## src/rtl/serial_addsub_pkg.sv

```systemverilog
// Shared definitions for the serial adder/subtractor: operation mode,
// FSM state encoding and the digit-counter width helper.
package serial_addsub_pkg;

    typedef enum logic {
        MODE_ADD = 1'b0,
        MODE_SUB = 1'b1
    } mode_e;

    typedef enum logic {
        IDLE = 1'b0,
        RUN  = 1'b1
    } state_e;

    // Bits needed to count 0..k-1, never less than one so a K=1 build
    // still has a legal counter vector.
    function automatic int cnt_width(input int k);
        int w;
        w = 1;
        while ((1 << w) < k) begin
            w++;
        end
        return w;
    endfunction

endpackage : serial_addsub_pkg

```

## src/rtl/serial_addsub_digit_adder.sv

```systemverilog
// DIGIT-bit ripple of full-adder cells. Besides the digit sum and the
// carry out of the top cell it exposes the carry into the top cell, which
// the parent uses for signed-overflow detection on the final digit.
module digit_adder #(
    parameter int DIGIT = 1
) (
    input  logic [DIGIT-1:0] a,
    input  logic [DIGIT-1:0] b,
    input  logic             c_in,
    output logic [DIGIT-1:0] sum,
    output logic             c_out,
    output logic             c_msb
);

    logic [DIGIT:0] c;

    // Ripple the carry through DIGIT full-adder cells.
    always_comb begin
        c    = '0;
        sum  = '0;
        c[0] = c_in;
        for (int i = 0; i < DIGIT; i++) begin
            sum[i]  = a[i] ^ b[i] ^ c[i];
            c[i+1]  = (a[i] & b[i]) | (c[i] & (a[i] ^ b[i]));
        end
        c_out = c[DIGIT];
        c_msb = c[DIGIT-1];
    end

endmodule : digit_adder

```

## src/rtl/serial_addsub.sv

```systemverilog
// Multi-cycle WIDTH-bit adder/subtractor. Operands are latched on start and
// consumed DIGIT bits per cycle, LSB first, through a registered carry.
// Subtraction runs as a + ~b + ~cin so one adder slice serves both modes.
module serial_addsub
    import serial_addsub_pkg::*;
#(
    parameter int WIDTH = 8,
    parameter int DIGIT = 1
) (
    input  logic             clk,
    input  logic             rst_n,
    input  logic             start,
    input  logic             mode,
    input  logic [WIDTH-1:0] a,
    input  logic [WIDTH-1:0] b,
    input  logic             cin,
    output logic             busy,
    output logic             done,
    output logic [WIDTH-1:0] sum,
    output logic             cout,
    output logic             ovf
);

    localparam int K     = WIDTH / DIGIT;
    localparam int CNT_W = cnt_width(K);

    if ((WIDTH % DIGIT) != 0 || WIDTH < 2) begin : g_bad_params
        $fatal(1, "serial_addsub: WIDTH must be >= 2 and a multiple of DIGIT");
    end

    state_e             state_q, state_d;
    mode_e              mode_q, mode_d;
    logic [CNT_W-1:0]   cnt_q, cnt_d;
    logic [WIDTH-1:0]   a_q, a_d;
    logic [WIDTH-1:0]   b_q, b_d;       // holds b' (already inverted for subtract)
    logic               carry_q, carry_d;
    logic [WIDTH-1:0]   acc_q, acc_d;   // result being assembled, LSB digit first
    logic [WIDTH-1:0]   sum_q, sum_d;
    logic               cout_q, cout_d;
    logic               ovf_q, ovf_d;
    logic               done_q, done_d;

    logic [DIGIT-1:0]       dig_sum;
    logic                   dig_cout;
    logic                   dig_cmsb;
    logic [WIDTH+DIGIT-1:0] acc_shift;

    digit_adder #(.DIGIT(DIGIT)) u_digit (
        .a     (a_q[DIGIT-1:0]),
        .b     (b_q[DIGIT-1:0]),
        .c_in  (carry_q),
        .sum   (dig_sum),
        .c_out (dig_cout),
        .c_msb (dig_cmsb)
    );

    // Next-state and datapath update: accept in IDLE, one digit per RUN cycle.
    always_comb begin
        // NOTE: every _d gets its hold value first so no path leaves it unassigned (no latch).
        state_d   = state_q;
        mode_d    = mode_q;
        cnt_d     = cnt_q;
        a_d       = a_q;
        b_d       = b_q;
        carry_d   = carry_q;
        acc_d     = acc_q;
        sum_d     = sum_q;
        cout_d    = cout_q;
        ovf_d     = ovf_q;
        done_d    = 1'b0;
        acc_shift = {dig_sum, acc_q};

        case (state_q)
            IDLE: begin
                if (start) begin
                    state_d = RUN;
                    mode_d  = mode_e'(mode);
                    cnt_d   = '0;
                    a_d     = a;
                    b_d     = (mode_e'(mode) == MODE_SUB) ? ~b : b;
                    carry_d = (mode_e'(mode) == MODE_SUB) ? ~cin : cin;
                    acc_d   = '0;
                end
            end
            RUN: begin
                acc_d   = acc_shift[WIDTH+DIGIT-1:DIGIT];
                a_d     = a_q >> DIGIT;
                b_d     = b_q >> DIGIT;
                carry_d = dig_cout;
                if (cnt_q == CNT_W'(K - 1)) begin
                    state_d = IDLE;
                    cnt_d   = '0;
                    done_d  = 1'b1;
                    sum_d   = acc_d;
                    cout_d  = (mode_q == MODE_SUB) ? ~dig_cout : dig_cout;
                    ovf_d   = dig_cout ^ dig_cmsb;
                end else begin
                    cnt_d = cnt_q + CNT_W'(1);
                end
            end
            default: state_d = IDLE;
        endcase
    end

    // State and datapath registers with synchronous active-low reset.
    always_ff @(posedge clk) begin
        // NOTE: non-blocking assignments so every flop samples pre-edge values.
        if (!rst_n) begin
            state_q <= IDLE;
            mode_q  <= MODE_ADD;
            cnt_q   <= '0;
            a_q     <= '0;
            b_q     <= '0;
            carry_q <= 1'b0;
            acc_q   <= '0;
            sum_q   <= '0;
            cout_q  <= 1'b0;
            ovf_q   <= 1'b0;
            done_q  <= 1'b0;
        end else begin
            state_q <= state_d;
            mode_q  <= mode_d;
            cnt_q   <= cnt_d;
            a_q     <= a_d;
            b_q     <= b_d;
            carry_q <= carry_d;
            acc_q   <= acc_d;
            sum_q   <= sum_d;
            cout_q  <= cout_d;
            ovf_q   <= ovf_d;
            done_q  <= done_d;
        end
    end

    assign busy = (state_q == RUN);
    assign done = done_q;
    assign sum  = sum_q;
    assign cout = cout_q;
    assign ovf  = ovf_q;

endmodule : serial_addsub

```

## config.mk

```make
export PLATFORM = sky130hd
export DESIGN_NAME = serial_addsub
export DESIGN_NICKNAME = d
export VERILOG_FILES = /design/src/rtl/serial_addsub_pkg.sv /design/src/rtl/serial_addsub_digit_adder.sv /design/src/rtl/serial_addsub.sv
export SDC_FILE = /design/constraint.sdc
export NUM_CORES = 1
export LEC_CHECK = 0
export CORE_AREA = 3 3 63 65
export CTS_CLUSTER_DIAMETER = 100
export DETAILED_ROUTE_END_ITERATION = 10
export DIE_AREA = 0 0 66 68
export PLACE_DENSITY = 0.86
export SLEW_MARGIN = 20
export SYNTH_ARGS = -nofsm -noshare
export SYNTH_HDL_FRONTEND = slang
export SYNTH_SLANG_ARGS = --single-unit
```

## constraint.sdc

```tcl
create_clock -name clk -period 2.5 [get_ports clk]
set_clock_uncertainty 0.15 [all_clocks]
set_input_delay 0.5 -clock clk [delete_from_list [all_inputs] [get_ports clk]]
set_output_delay 0.5 -clock clk [all_outputs]
set_load 0.1 [all_outputs]
```

==> results by group, run 1 <==
Timing
  • Maximum achievable frequency: approximately 560 MHz
  • Worst-case headroom to the max-slew limit: between 50% and 60%
  • RSZ-0062 raised after global routing: no
  • Count of endpoints failing hold in the final timing report: 0
  • Post-Route Setup TNS: 0 ns
  • Minimum period implied by the final worst setup slack: 1.77 ns
  • Worst path setup slack after routing: 0.729 ns
  • Final setup fails: 0
  • Final worst-path cycle share: 70.8%
  • Final Slew Violations: 0
  • Post-route worst hold slack: ~0.31 ns
  • Slew of the pin with the lowest slew margin: roughly 0.62 ns

Routing
  • Via total after detailed routing: approximately 1400
  • Remaining design rule violation count: 0
  • Detailed Routing Iterations Pass 1: 4
  • Post-detailed-routing wire length: slightly above 3 mm
  • Average routed wire per standard cell: 11.6 um
  • 1st-iter DRT viols: 73
  • Detail-routed via count per cell: between 5 and 6
  • Residual antenna-violating net count after detailed routing: 0

Finish
  • Multi-input combinational cell area: between 800 and 900 um2
  • Post-route design area: between 2000 and 2500 um2
  • Ratio of cells with drive above 1 in the final layout: a little under an eighth
  • Final Instance Count excl. Fillers: 267
  • Final net count: between 200 and 250
  • Seq. cell area: between 800 and 900 um2
  • Antenna cell count: 0
  • Top library cells by usage in the layout, fill and taps aside: 40 x sky130_fd_sc_hd__dfxtp_1, 26 x sky130_fd_sc_hd__nand2_1, 20 x sky130_fd_sc_hd__clkdlybuf4s50_1
  • Most frequent standard cell in the layout excluding fill and tap cells: sky130_fd_sc_hd__dfxtp_1
  • Layout-stage area growth over the synthesis result: 23.3%
  • Number of filler cells placed in the layout: 304
  • Utilization after layout: 63.3%

Pwr
  • Static power due to leakage: 0.812 nW
  • Power share of the sequential group: a little over half
  • Maximum VDD drop: between 0.3 and 0.4 mV
  • Comb power frac: roughly 14%
  • Cell-internal power: around 960 uW
  • Power per Cell Area: roughly 590 nW/um2
  • Switching share of power: around 24%
  • Total design power: 1.27 mW
  • Switching power total: just over 300 uW
  • Relative contribution of the clock network to total power: roughly a third

Setup path
  • Slack of the worst reg-to-reg path: 0.93 ns
  • Worst Path Max Fanout: 20
  • FF-to-FF End: ovf
  • Startpoint types: flip-flop
  • Worst Reg2Reg Path Length in Cells: 5
  • Worst EP required: roughly 1.9 ns
  • Type of the setup path with the least slack: reg2out
  • Reg2Reg Launch Point: cnt_q[0]
  • Endpoint class of the critical path: output pin
  • CP arrival: ~1.1 ns

Yosys
  • Share of the synthesized area in compound gates (AO/OA/AOI/OAI): 16.4%
  • Largest family of logic cells by synthesized area: simple AND/OR/NAND/NOR gates
  • Yosys top cell area share: between 40% and 50%
  • Synth Area in Adders: 3.31%
  • Mapped Cells: around 190
  • Share of synthesized area occupied by flip-flops and latches: a little under half
  • Count of state elements after synthesis: 40
  • Area fraction in and, or, nand and nor cells after synthesis: approximately a fifth
  • Most area-hungry cell type in the Yosys netlist: sky130_fd_sc_hd__dfxtp_1
  • XOR/XNOR Fraction of Synth Area: 5.54%
  • Post-synthesis net count: between 200 and 250
  • Number of distinct library cells after synthesis: 27
  • Yosys Warn Count: 0
  • Mean post-synth cell area: approximately 9.2 um2
  • Post-Syn Area: 1740 um2
  • Leading cell types by total area after synthesis: sky130_fd_sc_hd__dfxtp_1 46%, sky130_fd_sc_hd__nand2_1 5.6%, sky130_fd_sc_hd__xnor2_1 5.5%, sky130_fd_sc_hd__a21oi_1 5.5%, sky130_fd_sc_hd__mux2i_1 5.2%
  • Multiplexer share of the synthesized area: under 10%

Die
  • Floorplan die area: ~4500 um2
  • Count of pins on the block boundary: 33
  • Chip Height: 68 um
  • Chip width: roughly 66 um
  • Starting utilization of the core area: about half
  • Cell row count: 21
  • Placeable core region: 3390 um2

Hold path
  • Hold-critical path endpoint: sum[3]
  • Hold path startpoint: sum[3]
  • Worst hold path class: reg2reg
  • Worst Hold Path Cells: 2

GRT
  • Via count of the first global-routing pass: approximately 1300
  • Global route total overflow: 0
  • Largest net degree at the start of global routing: 25
  • Initial antenna violation count: 0
  • Overall routing resource usage: ~15%
  • Global-route wire length before repair: about 5.3 mm

Clock tree
  • Count of H-tree levels built during CTS: 2
  • Count of instances resized after the clock tree is built: 0
  • TritonCTS clock tree: done
  • CTS Buf Count: 5
  • Buffers inserted during post-CTS setup optimization: 0
  • Buffer type at the clock tree root: sky130_fd_sc_hd__clkbuf_4
  • Longest Clk Path Bufs: 2
  • Sink Count: 40
  • Clock edge transition at the registers on the reported setup and hold paths: ~0.11 ns
  • Clk Latency, worst-skew pair: ~0.34 ns
  • CTS Hold Bufs: 0

Placement
  • GPL Wtd Cong: approximately 0.74
  • Number of instances in the placed design: about 260
  • Detailed Place HPWL: 2.22 mm
  • Cell area reported after detailed placement: approximately 2100 um2
  • Number of I/O port buffers: 32
  • Post-place setup slack: ~0.56 ns

Run status
  • Status: completed

Flow run
  • Max-cap violations: 0
routing by layer:
| layer | global-route usage [%] | wire length (um) | vias up |
|---|---|---|---|
| met5 | 0 | 0 | - |
| met4 | 8.12 | 47 | 0 |
| met3 | 4.27 | 159 | 5 |
| met2 | 27.4 | 1520 | 33 |
| met1 | 16.6 | 1380 | 623 |
| li1 | - | - | 711 |
how the worst max path moves through the flow:
stage / from / endpoint / slack, ns
2_1_floorplan: busy / sum[0] / 0.59
3_3_place_gp: mode / b_q[7] / 0.58
3_5_place_dp: mode / b_q[2] / 0.56
4_1_cts: busy / busy / 0.70
5_1_grt: busy / busy / 0.65
6_report: busy / busy / 0.73
logic make-up (layout without fill, tap and decap cells):
kind of cell | after synthesis | after routing
AO/OA/AOI/OAI | 46 | 46
XOR/XNOR | 11 | 11
adder cells (fa/ha/maj) | 4 | 4
buffers and inverters | 15 | 47
flip-flops | 40 | 40
multiplexers | 9 | 9
AND/OR/NAND/NOR | 64 | 64
synthesized netlist by cell type:
cell type,count
sky130_fd_sc_hd__a211oi_1,1
sky130_fd_sc_hd__a21boi_0,2
sky130_fd_sc_hd__a21boi_1,6
sky130_fd_sc_hd__a21oi_1,19
sky130_fd_sc_hd__and2_1,1
sky130_fd_sc_hd__and2b_1,1
sky130_fd_sc_hd__and3_1,1
sky130_fd_sc_hd__buf_1,1
sky130_fd_sc_hd__buf_2,7
sky130_fd_sc_hd__buf_4,4
sky130_fd_sc_hd__clkbuf_1,2
sky130_fd_sc_hd__dfxtp_1,40
sky130_fd_sc_hd__fa_1,1
sky130_fd_sc_hd__ha_1,3
sky130_fd_sc_hd__inv_1,1
sky130_fd_sc_hd__mux2i_1,9
sky130_fd_sc_hd__nand2_1,26
sky130_fd_sc_hd__nand2_2,1
sky130_fd_sc_hd__nand2b_1,1
sky130_fd_sc_hd__nand3_1,8
sky130_fd_sc_hd__nor2_1,4
sky130_fd_sc_hd__nor2b_1,11
sky130_fd_sc_hd__nor3b_1,10
sky130_fd_sc_hd__o21a_1,1
sky130_fd_sc_hd__o21ai_0,9
sky130_fd_sc_hd__o221ai_1,8
sky130_fd_sc_hd__xnor2_1,11
power by group through the flow:
stage | combinational [mW] | sequential (mW) | clock [mW]
final | 0.175 | 0.683 | 0.413
after CTS | 0.177 | 0.683 | 0.425
after global routing | 0.195 | 0.687 | 0.446
after global placement | 0.171 | 0.696 | 0
after detailed placement | 0.176 | 0.698 | 0
after floorplan | 0.107 | 0.704 | 0
critical path: stages (launching register included):
cell and delay, ns:
sky130_fd_sc_hd__dfxtp_1 0.35, sky130_fd_sc_hd__buf_4 0.23, sky130_fd_sc_hd__buf_12 0.20
final cells by class:
cell class              count  share of cell area (%)
multi-input cells         134                    40.0
clock buffers               6                    1.93
flip-flops and latches     40                    37.3
inverters                   1                   0.175
well taps                  46                    2.68
clock inverters             2                    1.63
repair buffers             38                    16.2
state kept, by name (all words and copies together) (netlist names):
signal	flops
a_q	8
b_q	8
sum	8
acc_q	7
cnt_q	3
busy	1
carry_q	1
cout	1
done	1
mode_q	1
ovf	1
Power figures use the tool's default switching activity.
==> run 2, diff against run 1 <==
--- a/config.mk
+++ b/config.mk
@@ -5,11 +5,11 @@
 export SDC_FILE = /design/constraint.sdc
 export NUM_CORES = 1
 export LEC_CHECK = 0
-export CORE_AREA = 3 3 63 65
+export CORE_AREA = 3 3 66 68
 export CTS_CLUSTER_DIAMETER = 100
 export DETAILED_ROUTE_END_ITERATION = 10
-export DIE_AREA = 0 0 66 68
-export PLACE_DENSITY = 0.86
+export DIE_AREA = 0 0 69 71
+export PLACE_DENSITY = 0.83
 export SLEW_MARGIN = 20
 export SYNTH_ARGS = -nofsm -noshare
 export SYNTH_HDL_FRONTEND = slang
==> constraint.sdc (replaced) <==
create_clock -name clk -period 1.49 [get_ports clk]
set_clock_uncertainty 0.15 [all_clocks]
set_input_delay 0.298 -clock clk [delete_from_list [all_inputs] [get_ports clk]]
set_output_delay 0.298 -clock clk [all_outputs]
set_load 0.1 [all_outputs]
==> run 2 against run 1 <==
Net effect:
- sequential power increased by 70%
- die area rose by 9.2%
- final area rose by 13%
- register-to-register slack worse by 0.85 ns
- total power grew 72%
- sequential share of layout area decreased by 4.1 points
- critical path type unchanged
- largest power group unchanged
==> results by group, run 2 (synthesized netlist as in run 1, its figures left out) <==
Setup path
  • Worst Path Max Fanout: 19
  • CP arrival: 1.01 ns
  • Crit path launch: busy
  • Reg2Reg Launch Point: cnt_q[0]
  • Biggest cell delay along the critical path: between 0.4 and 0.5 ns
  • Startpoint types: flip-flop
  • Slowest cell on the critical path: sky130_fd_sc_hd__dfxtp_4
  • Family with the most delay on the worst path: flip-flops
  • Ordered cell list for the critical path: buf_12
  • Worst path buffer plus inverter count: 1
  • Worst EP required: roughly 1.0 ns
  • Endpoint class of the critical path: output pin
  • Type of the setup path with the least slack: reg2out

Clock tree
  • CTS Buf Count: 5
  • Count of H-tree levels built during CTS: 2
  • Clock edge transition at the registers on the reported setup and hold paths: approximately 0.08 ns
  • Clk Latency, worst-skew pair: roughly 0.3 ns
  • Sink Count: 40
  • Longest Clk Path Bufs: 2
  • TritonCTS clock tree: done
  • Buffer type at the clock tree root: sky130_fd_sc_hd__clkbuf_8
  • CTS Hold Bufs: 0

Routing
  • Average routed wire per standard cell: ~13 um
  • Remaining design rule violation count: 0
  • Routed length on met2: between 1.5 and 2 mm
  • Post-detailed-routing wire length: about 3.6 mm
  • Detailed-routing wirelength on met1: 1.42 mm
  • Detailed Routing Iterations Pass 1: 4
  • Routed wire length on met3: 163 um
  • 1st-iter DRT viols: between 50 and 60
  • Detail-routed via count per cell: roughly 5.2
  • Residual antenna-violating net count after detailed routing: 0
  • Via total after detailed routing: roughly 1400
  • Top routing layer used: met4

Hold path
  • Worst hold path class: reg2reg
  • Hold path startpoint: acc_q[1]

Die
  • Chip width: between 60 and 70 um
  • Count of pins on the block boundary: 33
  • Placeable core region: 3910 um2
  • Starting utilization of the core area: 44.4%
  • Floorplan die area: ~4900 um2
  • Cell row count: 23
  • Chip Height: 71 um

Timing
  • RSZ-0062 raised after global routing: yes
  • Final Slew Violations: 0
  • Worst-case headroom to the max-slew limit: roughly four fifths
  • Post-route worst hold slack: between 0.3 and 0.4 ns
  • Slew of the pin with the lowest slew margin: about 0.32 ns
  • Final setup fails: 0
  • Final worst-path cycle share: between 90 and 100%
  • Minimum period implied by the final worst setup slack: ~1.5 ns
  • Maximum achievable frequency: ~690 MHz
  • Count of endpoints failing hold in the final timing report: 0

GRT
  • Initial antenna violation count: 0
  • Via count of the first global-routing pass: around 1400
  • Global route total overflow: 0
  • Global-route wire length before repair: around 6 mm
  • Largest net degree at the start of global routing: 19
  • Overall routing resource usage: ~16%

Finish
  • Top library cells by usage in the layout, fill and taps aside: 39 x sky130_fd_sc_hd__dfxtp_1, 25 x sky130_fd_sc_hd__nand2_1, 20 x sky130_fd_sc_hd__clkdlybuf4s50_1
  • Seq. cell area: between 800 and 900 um2
  • Final net count: 254
  • Multi-input combinational cell area: ~900 um2
  • Number of filler cells placed in the layout: roughly 340
  • Ratio of cells with drive above 1 in the final layout: a little under a fifth
  • Layout-stage area growth over the synthesis result: 39.4%
  • Antenna cell count: 0
  • Post-route design area: 2420 um2
  • Most frequent standard cell in the layout excluding fill and tap cells: sky130_fd_sc_hd__dfxtp_1

Placement
  • Detailed Place HPWL: 2.57 mm
  • Number of I/O port buffers: 32
  • GPL Wtd Cong: roughly 0.77
  • Cell area reported after detailed placement: between 2000 and 2500 um2

Run status
  • Status: completed

Pwr
  • Power per Cell Area: around 900 nW/um2
  • Maximum VDD drop: 0.598 mV
  • Static power due to leakage: a little over 0.9 nW

Flow run
  • Max-cap violations: 0
==> run 2: cell count changes in the layout (fill, tap and decap cells not counted), moves of 2 or more <==
cell                       previous run  this run
sky130_fd_sc_hd__buf_12               1        14
sky130_fd_sc_hd__buf_4               17        12
sky130_fd_sc_hd__clkbuf_4             5         0
sky130_fd_sc_hd__clkbuf_8             0         5
sky130_fd_sc_hd__ha_1                 3         1
==> run 2: per-layer routing <==
metal / track usage (%) / vias to the layer above
li1: - / 730
met5: 0 / -
met4: 9.76 / 0
met3: 3.13 / 9
met2: 29.3 / 34
met1: 15.8 / 671
==> run 2: worst paths after layout <==
path	endpoint	slack, ns	cells past startpoint
worst max-delay path	busy	0.03	1
worst min-delay path	sum[0]	0.31	2
worst min register to register	sum[0]	0.31	2
worst max register to register	cout	0.08	5
==> run 2: through the flow <==
step           instances  power (mW)  utilization [%]  TNS (ns)  setup slack (ns)
2_1_floorplan        189        1.36                -         0           0.00928
3_3_place_gp         271        1.48             58.8     -2.64            -0.136
3_5_place_dp         271        1.50             58.8     -4.38            -0.191
4_1_cts              279        2.19             61.1         0            0.0320
5_1_grt              280        2.28             61.9  -0.00116          -0.00116
6_report             280        2.18             61.9         0            0.0337
==> run 2: where the power goes <==
part           internal [mW]  switching [mW]  leakage, nW  total, mW
combinational          0.170           0.149        0.537      0.320
sequential              1.12          0.0393        0.327       1.16
clock                  0.327           0.379       0.0412      0.706
total                   1.62           0.567        0.905       2.18
==> run 2: timing repair <==
item                                    4_1_cts  5_1_grt
hold endpoints to repair                      0        0
endpoints found under the setup margin       10        6
resized for setup                             3        6
pin swaps                                     0        0
setup buffers                                 0        0
gates cloned                                  0        1
==> run 2: area by class of cell <==
type | instances | area share [%]
timing repair buffer | 46 | 23.5
tap | 50 | 2.58
multi-input combinational | 135 | 37.0
clock inverter | 2 | 0.516
clock buffer | 6 | 2.99
sequential | 40 | 33.2
inverter | 1 | 0.155
==> run 3, diff against run 2 <==
--- a/config.mk
+++ b/config.mk
@@ -10,6 +10,7 @@
 export DETAILED_ROUTE_END_ITERATION = 10
 export DIE_AREA = 0 0 69 71
 export PLACE_DENSITY = 0.83
+export REMOVE_ABC_BUFFERS = 1
 export SLEW_MARGIN = 20
 export SYNTH_ARGS = -nofsm -noshare
 export SYNTH_HDL_FRONTEND = slang
==> run 3 against run 2 <==
Net effect:
- fmax grew 1.9%
- count of clock-buffer cells in the layout unchanged
- final area rose by 0.67%
- critical path type unchanged
- routed wire length down 7.6%
- sequential share of layout area shrank 0.17 points
- global-route usage is 0.73 points lower
- flip-flop and latch count unchanged
- critical endpoint unchanged
==> results by group, run 3 (synthesized netlist as in run 1, its figures left out) <==
Setup path
  • Ordered cell list for the critical path: buf_6 > buf_12
  • Startpoint types: flip-flop
  • Slowest cell on the critical path: sky130_fd_sc_hd__dfxtp_4
  • CP arrival: slightly below 1 ns
  • Family with the most delay on the worst path: flip-flops
  • Worst Path Max Fanout: 8
  • Type of the setup path with the least slack: reg2out
  • Endpoint class of the critical path: output pin
  • Worst path buffer plus inverter count: 2
  • Crit path launch: busy
  • Worst EP required: 1.04 ns
  • Biggest cell delay along the critical path: roughly 0.38 ns
  • Reg2Reg Launch Point: cnt_q[0]

Timing
  • Slew of the pin with the lowest slew margin: around 0.31 ns
  • Minimum period implied by the final worst setup slack: between 1 and 1.5 ns
  • Final Slew Violations: 0
  • Worst-case headroom to the max-slew limit: between 70% and 80%
  • Maximum achievable frequency: ~700 MHz
  • RSZ-0062 raised after global routing: no
  • Final setup fails: 0
  • Post-Route Setup TNS: 0 ns
  • Final worst-path cycle share: between 90% and 100%
  • Count of endpoints failing hold in the final timing report: 0
  • Post-route worst hold slack: 0.317 ns

Placement
  • GPL Wtd Cong: approximately 0.8
  • Number of I/O port buffers: 32
  • Number of instances in the placed design: between 200 and 300
  • Detailed Place HPWL: 2.47 mm

Finish
  • Final net count: roughly 250
  • Layout-stage area growth over the synthesis result: 40.3%
  • Most frequent standard cell in the layout excluding fill and tap cells: sky130_fd_sc_hd__dfxtp_1
  • Top library cells by usage in the layout, fill and taps aside: 38 x sky130_fd_sc_hd__dfxtp_1, 25 x sky130_fd_sc_hd__nand2_1, 20 x sky130_fd_sc_hd__clkdlybuf4s50_1
  • Number of filler cells placed in the layout: between 300 and 400
  • Seq. cell area: between 800 and 900 um2
  • Ratio of cells with drive above 1 in the final layout: around 17%
  • Final Instance Count excl. Fillers: about 280
  • Antenna cell count: 0
  • Multi-input combinational cell area: 878 um2

Routing
  • Average routed wire per standard cell: 12.0 um
  • Post-detailed-routing wire length: about 3.3 mm
  • Routed length on met2: 1.68 mm
  • Detail-routed via count per cell: 5.18
  • 1st-iter DRT viols: between 50 and 60
  • Top routing layer used: met4
  • Via total after detailed routing: about 1400
  • Detailed Routing Iterations Pass 1: 4
  • Remaining design rule violation count: 0
  • Detailed-routing wirelength on met1: 1.41 mm
  • Routed wire length on met3: 166 um
  • Residual antenna-violating net count after detailed routing: 0

GRT
  • Initial antenna violation count: 0
  • Largest net degree at the start of global routing: 24
  • Overall routing resource usage: roughly 15%
  • Global route total overflow: 0
  • Global-route wire length before repair: between 5 and 6 mm
  • Via count of the first global-routing pass: approximately 1400

Hold path
  • Worst hold path class: reg2reg
  • Hold path startpoint: acc_q[4]

Pwr
  • Static power due to leakage: approximately 0.9 nW
  • Maximum VDD drop: approximately 0.75 mV
  • Power per Cell Area: between 800 and 900 nW/um2

Die
  • Cell row count: 23
  • Placeable core region: 3910 um2
  • Chip width: 69 um
  • Starting utilization of the core area: between 40 and 50%
  • Floorplan die area: between 4000 and 5000 um2
  • Count of pins on the block boundary: 33
  • Chip Height: 71 um

Flow run
  • Max-cap violations: 0

Clock tree
  • Count of H-tree levels built during CTS: 2
  • Longest Clk Path Bufs: 2
  • Clock edge transition at the registers on the reported setup and hold paths: 0.07 ns
  • Clk Latency, worst-skew pair: 0.29 ns
  • TritonCTS clock tree: done
  • Buffer type at the clock tree root: sky130_fd_sc_hd__clkbuf_8
  • CTS Buf Count: 5
  • Sink Count: 40

Run status
  • Status: completed
==> run 3: routing by layer <==
metal,vias to the layer above,GRT usage (%)
met1,662,16.2
met4,0,5.86
met2,38,26.4
met5,-,0
li1,729,-
met3,10,5.54
==> run 3: timing repair <==
item | 4_1_cts | 5_1_grt
resized for setup | 8 | 3
endpoints found under the setup margin | 11 | 9
hold buffers | 0 | 0
endpoints found under the hold margin | 0 | 0
buffers inserted | 0 | 0
==> run 3: area by class of cell <==
cell class / count / area share (%)
repair buffers: 46 / 25.1
clock inverters: 1 / 0.205
multi-input cells: 134 / 36.0
flip-flops and latches: 40 / 33.0
well taps: 50 / 2.56
clock buffers: 6 / 2.97
inverters: 1 / 0.154
==> run 3: where the power goes <==
part	leakage [nW]	internal [mW]	switching, mW
clock network	0.0410	0.318	0.350
logic	0.536	0.179	0.152
registers	0.327	1.12	0.0308
total	0.904	1.62	0.533
==> run 3: per-stage QoR <==
step	setup slack, ns	power (mW)	cell area [um2]	utilization (%)
5_1_grt	0.00848	2.26	2440	62.3
4_1_cts	0.0120	2.18	2430	62.0
3_5_place_dp	-0.173	1.50	2330	59.6
6_report	0.0605	2.15	2440	62.3
3_3_place_gp	-0.133	1.49	2330	59.6
2_1_floorplan	-1.18	1.32	1660	-
==> run 3: worst register-to-register path, cell delays in order (launching register included) <==
cell                       delay [ns]
sky130_fd_sc_hd__dfxtp_2         0.33
sky130_fd_sc_hd__ha_2            0.21
sky130_fd_sc_hd__ha_4            0.17
sky130_fd_sc_hd__and2_4          0.17
sky130_fd_sc_hd__buf_4           0.14
sky130_fd_sc_hd__nand2_1         0.07
sky130_fd_sc_hd__a21boi_1        0.05
==> run 3: path summary, 6_finish.rpt <==
kind	endpoint	slack, ns	cells past startpoint
worst max register to register	sum[7]	0.10	6
worst min register to register	sum[3]	0.32	2
worst min-delay path	sum[3]	0.32	2
worst max-delay path	busy	0.06	2
